**src/rtl/frame_crc.sv**
```systemverilog
// frame_crc: CRC-32 signature and active-pixel count of one video frame.
// Ports: CLK/RST (async, active-high), PCE pixel enable, HCNT/VCNT raster
//   position, VGA_R/G/B pixel colour, ARM/CONT/ABORT control;
//   BUSY, VALID (one-cycle report pulse), CRC and PIXCNT of last frame.
module frame_crc #(
   parameter int HPERIOD = 800,
   parameter int HFRONT  = 16,
   parameter int HWIDTH  = 96,
   parameter int HBACK   = 48,
   parameter int VPERIOD = 525,
   parameter int VFRONT  = 10,
   parameter int VWIDTH  = 2,
   parameter int VBACK   = 33,
   parameter int CW      = 4,
   parameter int HW      = 10,
   parameter int VW      = 10,
   parameter int PW      = 20
) (
   input  logic          CLK,
   input  logic          RST,
   input  logic          PCE,
   input  logic [HW-1:0] HCNT,
   input  logic [VW-1:0] VCNT,
   input  logic [CW-1:0] VGA_R,
   input  logic [CW-1:0] VGA_G,
   input  logic [CW-1:0] VGA_B,
   input  logic          ARM,
   input  logic          CONT,
   input  logic          ABORT,
   output logic          BUSY,
   output logic          VALID,
   output logic [31:0]   CRC,
   output logic [PW-1:0] PIXCNT
);

   localparam int DW = 3 * CW;
   localparam logic [HW-1:0] HS    = HW'(HFRONT + HWIDTH + HBACK);
   localparam logic [VW-1:0] VS    = VW'(VFRONT + VWIDTH + VBACK);
   localparam logic [HW-1:0] HLAST = HW'(HPERIOD - 1);
   localparam logic [VW-1:0] VLAST = VW'(VPERIOD - 1);
   localparam logic [31:0]   POLY  = 32'h04C1_1DB7;
   localparam logic [31:0]   SEED  = 32'hFFFF_FFFF;

   typedef enum logic [1:0] {
      IDLE,
      WAIT_SOF,
      CAPTURE,
      REPORT
   } state_t;

   state_t        state_q, state_d;
   logic          mode_q, mode_d;
   logic [31:0]   acc_q, acc_d;
   logic [31:0]   crc_q, crc_d;
   logic [PW-1:0] cnt_q, cnt_d;
   logic [PW-1:0] pixcnt_q, pixcnt_d;

   logic [DW-1:0] pix;
   logic          active;
   logic          sof;
   logic          eof;
   logic [PW-1:0] cnt_inc;

   // One whole pixel word per cycle, MSB first, unrolled bit-serial CRC.
   function automatic logic [31:0] crc_step(input logic [31:0] c_in,
                                            input logic [DW-1:0] w);
      logic [31:0] c;
      logic        fb;
      c = c_in;
      for (int i = DW - 1; i >= 0; i--) begin
         fb = c[31] ^ w[i];
         c  = {c[30:0], 1'b0};
         if (fb) c = c ^ POLY;
      end
      return c;
   endfunction

   assign pix     = {VGA_R, VGA_G, VGA_B};
   assign active  = PCE && (HCNT >= HS) && (VCNT >= VS);
   assign sof     = PCE && (HCNT == HS) && (VCNT == VS);
   assign eof     = PCE && (HCNT == HLAST) && (VCNT == VLAST);
   assign cnt_inc = (cnt_q == '1) ? cnt_q : cnt_q + 1'b1;

   always_comb begin
      state_d  = state_q;
      mode_d   = mode_q;
      acc_d    = acc_q;
      cnt_d    = cnt_q;
      crc_d    = crc_q;
      pixcnt_d = pixcnt_q;
      if (ABORT) begin
         state_d = IDLE;
      end else begin
         unique case (state_q)
            IDLE: begin
               if (ARM) begin
                  state_d = WAIT_SOF;
                  mode_d  = CONT;
               end
            end
            WAIT_SOF: begin
               // The SOF pixel is the first word of the new frame.
               if (sof) begin
                  state_d = CAPTURE;
                  acc_d   = crc_step(SEED, pix);
                  cnt_d   = PW'(1);
               end
            end
            CAPTURE: begin
               if (active) begin
                  acc_d = crc_step(acc_q, pix);
                  cnt_d = cnt_inc;
               end
               // Results are loaded on the EOF edge so that they are
               // already on CRC/PIXCNT while VALID is high in REPORT.
               if (eof) begin
                  state_d  = REPORT;
                  crc_d    = acc_d;
                  pixcnt_d = cnt_d;
               end
            end
            REPORT: begin
               state_d = mode_q ? WAIT_SOF : IDLE;
            end
         endcase
      end
   end

   always_ff @(posedge CLK or posedge RST) begin
      if (RST) begin
         state_q  <= IDLE;
         mode_q   <= 1'b0;
         acc_q    <= SEED;
         cnt_q    <= '0;
         crc_q    <= '0;
         pixcnt_q <= '0;
      end else begin
         state_q  <= state_d;
         mode_q   <= mode_d;
         acc_q    <= acc_d;
         cnt_q    <= cnt_d;
         crc_q    <= crc_d;
         pixcnt_q <= pixcnt_d;
      end
   end

   assign BUSY   = (state_q != IDLE);
   assign VALID  = (state_q == REPORT);
   assign CRC    = crc_q;
   assign PIXCNT = pixcnt_q;

endmodule
```
**config.mk**
```make
export PLATFORM = sky130hd
export DESIGN_NAME = frame_crc
export DESIGN_NICKNAME = d
export VERILOG_FILES = /design/src/rtl/frame_crc.sv
export SDC_FILE = /design/constraint.sdc
export NUM_CORES = 1
export LEC_CHECK = 0
export ABC_AREA = 1
export CAP_MARGIN = 10
export CORE_MARGIN = 5
export CORE_UTILIZATION = 45
export CTS_BUF_LIST = sky130_fd_sc_hd__clkbuf_2
export DETAILED_ROUTE_END_ITERATION = 6
export GPL_TIMING_DRIVEN = 0
export PLACE_DENSITY = 0.75
export SLEW_MARGIN = 20
export SYNTH_ARGS = -nofsm -noshare
export SYNTH_HDL_FRONTEND = slang
export SYNTH_SLANG_ARGS = --single-unit
```
**constraint.sdc**
```tcl
create_clock -name CLK -period 4.4 [get_ports CLK]
set_input_delay 0.66 -clock CLK [delete_from_list [all_inputs] [get_ports CLK]]
set_output_delay 0.66 -clock CLK [all_outputs]
set_load 0.01 [all_outputs]
```
# Word-level counts from Yosys, hierarchy flattened

Cells that the tools add are included.

Register bits after elaboration: 107
Word-level logic and storage cells: 184
Output and inout bits: 54
Bits of input ports: 38

Eq/ne operators: 12
Magnitude comparators: 2
Multiplexer cells: 103
Reduce and logical (&&, ||, !) cells: 13
Bitwise logic cells: 47
$add $sub $neg: 1

Operators with widths:

| operator              | number |
|---|---|
| $mux 32               | 68 |
| $mux 27               | 24 |
| $not 14->14           | 23 |
| $pmux 32 s2           | 1 |
| $mux 20               | 3 |
| $pmux 20 s2           | 1 |
| $xor 1x1->1           | 23 |
| $add 20x1->20 const B | 1 |
| $eq 10x10->1 const B  | 2 |
| $eq 20x20->1 const B  | 1 |
| $reduce_and 3->1      | 4 |
| $eq 10x6->1 const B   | 1 |
| $eq 10x8->1 const B   | 1 |
| $ge 10x6->1 const B   | 1 |
| $ge 10x8->1 const B   | 1 |
| $ne 3x3->1 const B    | 3 |
| $mux 2                | 4 |
| $pmux 2 s4            | 1 |
| $logic_and 1x1->1     | 6 |
| $eq 2x2->1 const B    | 2 |
| $reduce_bool 2->1     | 2 |
| $eq 2x1->1 const B    | 1 |
| $logic_not 2->1       | 1 |
| $ne 2x2->1 const B    | 1 |
| other kinds (2)       | 2 |

# Depth between registers and ports, before layout

Word-level depth: 60
Gate-level depth with buffers: 17
Depth with buffers taken out: 16

# Least setup slack after synthesis

OpenSTA, ideal clock, no wires.

Kind: input-to-reg
Start point: input VGA_G[2]
End point: register crc_q[8], in the netlist CRC[8]
Library setup time: 0.118 ns
Data required time: 4.282 ns
Cell stages on the path: 14
Arrival time: 1.980 ns
Path slack: 2.302 ns
Buffers on the path: 1
Path through: buf_2 inv_2 nand2_1 nand2_1 nand2_1 nand2_2 inv_1 nand2_1 nand2_1 xnor2_1 xor2_1 nand2_1 nand3_1 nand2_1

Longest elaborated chain between the ends: 31
Elaborated cells on any way between the ends: 32
Classes of those cells: 26 x mux; 6 x bitwise

RTL lines:

| item                  | line | RTL |
|---|---|---|
| start, declared       | 25   | `input logic [CW-1:0] VGA_G,` |
| $xor 1x1->1 *         | 71   | `fb = c[31] ^ w[i];` |
| $mux 27 *             | 73   | `if (fb) c = c ^ POLY;` |
| $mux 32 *             | 110  | `if (active) begin` |
| $mux 32 *             | 94   | `unique case (state_q)` |
| $mux 32 *             | 91   | `if (ABORT) begin` |
| $mux 27               | 73   |  |
| $mux 32 *             | 110  |  |
| $mux 32 *             | 94   |  |
| (+15 left out)        | -    |  |
| $not 14->14 (no line) | -    |  |
| $mux 27               | 73   |  |
| $mux 32 *             | 110  |  |
| $mux 32 *             | 94   |  |
| $mux 32 *             | 91   |  |
| $not 14->14 (no line) | -    |  |
| $mux 27 *             | 73   |  |
| $mux 32 *             | 110  |  |
| end signal, assigned  | 142  | `crc_q <= crc_d;` |
| end, declared         | 54   | `logic [31:0] crc_q, crc_d;` |

Mark *: on every way between the ends. The rest lies on a longest branch, timed or not. The select of a mux whose other input is x is not followed.
A chain may end at the register's enable or synchronous reset.

# Final worst setup path

Start point: input HCNT[1]
End point: register acc_q[23]

Longest elaborated chain between the ends: 5
Elaborated cells on any way between the ends: 10
Classes of those cells: 1 x order compare; 2 x eq/ne; 2 x mux; 5 x reduce/logical

RTL lines:

| item                                               | line   | RTL |
|---|---|---|
| start, declared                                    | 22     | `input logic [HW-1:0] HCNT,` |
| $ge 10x8->1 or $eq 10x8->1 (tied branches)         | 79, 80 |  |
| $logic_and 1x1->1 (on tied branches) (2 in series) | 79, 80 |  |
| $mux 32 or $ne 2x2->1 (tied branches)              | -      |  |
| $pmux 32 s2 or $reduce_and 3->1 (tied branches)    | -      |  |
| end signal, assigned                               | 133    | `acc_q <= SEED;` |
| end signal, assigned                               | 140    | `acc_q <= acc_d;` |
| end, declared                                      | 53     | `logic [31:0] acc_q, acc_d;` |

Several ways; a longest one is shown, not always the timed one.

==> reports/metrics.csv <==
metric;value;unit
htreeDepth;3;
cp_cell_sequence;clkdlybuf4s50_1 > nor4_1 > nand4_1 > nand2_1 > nand4_1 > inv_1 > buf_2 > nand3_1 > nand3_1;
yosysUniqueCellTypes;49;
place.gp.congestion;1.04;
grt_overflow;0;
dp_hpwl;19500;µm
dp_slack;1.11;ns
ctsResizeCount;0;
syn_avg_cell_area;7.19;µm²
cts_setup_buffers;0;
first_pass_iters;6;
internal-power;0.00264;W
cts_hold_buf;0;
dr_total_vias;7869;
cp_slowest_cell;nand4_1;
arrival;3.30;ns
drt_iter0_markers;603;
mostFrequentLayoutCell;nand2_1;
drc_errors;0;
worst_pin_slew;0.729;ns
dieHeight;145;µm
r2r_cells;8;
skew;0.0519;ns
rsz0062_at_grt;false;
first_global_vias;7418;
pwr-share-seq;26.7;%
setup_slack;1.67;ns
hold_path_class;in -> async;
synth_area;8210;µm²
track_usage;23.4;%
pwr_density_cell;588;nW/µm²
timing.hold.ws;0.422;ns
switching_share;52.7;%
start_kind;primary input;
cts_tree;done;
drive_gt1_share;13.1;%
grt_pass1_wl;40100;µm
post-route-util;52.8;%
period_minus_slack;2.73;ns
multi_input_area;4940;µm²
worst-endpoint-required;4.97;ns
pwr-share-comb;64.3;%
r2r-start;state_q[0]$_DFFE_PP0P_;
crit_family;simple AND/OR/NAND/NOR gates;
final_cell_area;9490;µm²
clkTransAtPathRegs;0.32;ns
cp_num_buf_inv;3;
ys_ff_latch;107;
cp_max_fo;10;
clock_path_buffers;2;
max_freq;366;MHz
grt_max_degree;69;
rr_endpoint;acc_q[23]$_DFFE_PP1P_;
start_util;45.7;%
crit_type;in -> reg;
cts_root_buffer;clkbuf_2;
r2r_slack;1.80;ns
final_antenna_net_count;0;
coreArea;18000;µm²
max_stage_delay;0.48;ns
fin_nets;1283;
synth_fp_nets;1187;
slew_viol_final;0;
routedWlPerCell;17.0;µm
fin_tns_setup;0;ns
cts_sinks;107;
hold_viol;0;
switchingPower;0.00294;W
irDropWorstVdd;0.000323;V
syn_inst;1143;
maxSlewHeadroom;51.4;%
outcome;finished, final reports clean;
regArea;2720;µm²
ioPinCount;92;
cp-end-kind;register;
port_buffers;84;
die_area;21100;µm²
die_w;145;µm
core.rowCount;49;
fillers;1737;
syn_to_final_growth;15.5;%
total_leakage_power;4.68;nW
setup_viol;0;
max_cap_viol_count;0;
via_per_inst;5.34;
antenna_found_initial;1;
dpl_cell_area;9370;µm²
fin_crit_sh;62.1;%
clock_latency;0.65;ns
yosys_warnings;0;
numCtsBuffers;9;
mostFrequentLayoutCells;423 x nand2_1, 96 x xor2_1, 84 x clkdlybuf4s50_1;
wirelength;25100;µm
clockPowerShare;9.1;%
ys_seq_area_share;33.1;%
-- through the flow --
stage                     power [W]  instances
after floorplan             0.00410       1143
after global placement      0.00492       1456
after detailed placement    0.00498       1457
after CTS                   0.00550       1473
after global routing        0.00599       1474
final                       0.00558       1474
-- synth_stat cells, drive strengths merged --
| master | n | area [µm²] |
|---|---|---|
| or2 | 10 | 62.6 |
| nand2 | 468 | 1920 |
| buf | 19 | 115 |
| dfrtp | 75 | 1880 |
| mux2 | 1 | 11.3 |
| nor4 | 5 | 31.3 |
| clkinv | 3 | 11.3 |
| mux2i | 1 | 10.0 |
| nand4 | 11 | 68.8 |
| clkbuf | 16 | 61.3 |
| o21a | 1 | 7.51 |
| a21oi | 13 | 65.1 |
| o211ai | 5 | 37.5 |
| a21o | 1 | 7.51 |
| o22ai | 3 | 18.8 |
| xor2 | 103 | 955 |
| dfstp | 32 | 841 |
| o21ai | 69 | 349 |
| nor2 | 47 | 219 |
| nand2b | 1 | 6.26 |
| nand3 | 83 | 425 |
| ha | 6 | 75.1 |
| nor3b | 1 | 12.5 |
| a22oi | 14 | 105 |
| inv | 99 | 372 |
| nor3 | 7 | 46.3 |
| o221ai | 2 | 17.5 |
| xnor2 | 40 | 429 |
| nand3b | 6 | 45.0 |
| o2111ai | 1 | 8.76 |
-- worst reg2reg max path, stage by stage (launching register included) --
cell and delay (ns):
dfrtp_1 0.50, inv_1 0.11, ha_1 0.25, inv_1 0.16, nand4_1 0.48, inv_1 0.35
buf_2 0.33, nand3_1 0.22, nand3_1 0.14
-- area by class of cell --
| type | count | area share, % |
|---|---|---|
| clock buffers | 9 | 0.475 |
| diodes | 1 | 0.0264 |
| clock inverters | 7 | 0.804 |
| well taps | 229 | 3.02 |
| multi-input cells | 899 | 52.0 |
| inverters | 102 | 4.09 |
| repair buffers | 85 | 9.07 |
| flip-flops and latches | 107 | 28.6 |
| plain buffers | 35 | 1.86 |
-- power by group through the flow --
stage | clock [W] | combinational (W) | sequential, W
2_1_floorplan | 0 | 0.00267 | 0.00143
3_3_place_gp | 0 | 0.00343 | 0.00149
3_5_place_dp | 0 | 0.00349 | 0.00150
4_1_cts | 0.000514 | 0.00350 | 0.00148
5_1_grt | 0.000554 | 0.00392 | 0.00151
6_report | 0.000507 | 0.00359 | 0.00149
-- worst max-delay path by stage --
stage | endpoint | cells after the start | start | slack, ns
floorplan | CRC[0]$_DFFE_PP0P_ | 1 | RST | 0.98
global placement | CRC[27]$_DFFE_PP0P_ | 2 | RST | -0.84
detailed placement | acc_q[23]$_DFFE_PP1P_ | 9 | HCNT[1] | 1.11
CTS | BUSY | 4 | state_q[0]$_DFFE_PP0P_ | 1.63
global route | BUSY | 4 | state_q[0]$_DFFE_PP0P_ | 1.52
finish | acc_q[23]$_DFFE_PP1P_ | 9 | HCNT[1] | 1.67
-- metal layers --
| metal | wire (µm) | track usage [%] | part of all wire (%) | vias up |
|---|---|---|---|---|
| li1 | - | - | - | 3800 |
| met4 | 819 | 8.40 | 3.3 | 0 |
| met5 | 0 | 0 | 0 | - |
| met2 | 11700 | 38.1 | 47 | 356 |
| met3 | 2030 | 4.02 | 8.1 | 62 |
| met1 | 10500 | 31.5 | 42 | 3651 |
-- sequential cells by signal, indices dropped and copies added (netlist names) --
register,flops
acc_q,32
state_q,2
mode_q,1
CRC,32
cnt_q,20
PIXCNT,20
-- cells by family after synthesis --
kind of cell / count (synthesis) / share of synthesized area, %
multiplexers: 2 / 0.259
AO/OA/AOI/OAI: 109 / 7.51
AND/OR/NAND/NOR: 639 / 34.6
buffers and inverters: 137 / 6.81
flip-flops: 107 / 33.1
adder cells (fa/ha/maj): 6 / 0.914
XOR/XNOR: 143 / 16.8
(Power assumes the default switching activity.)
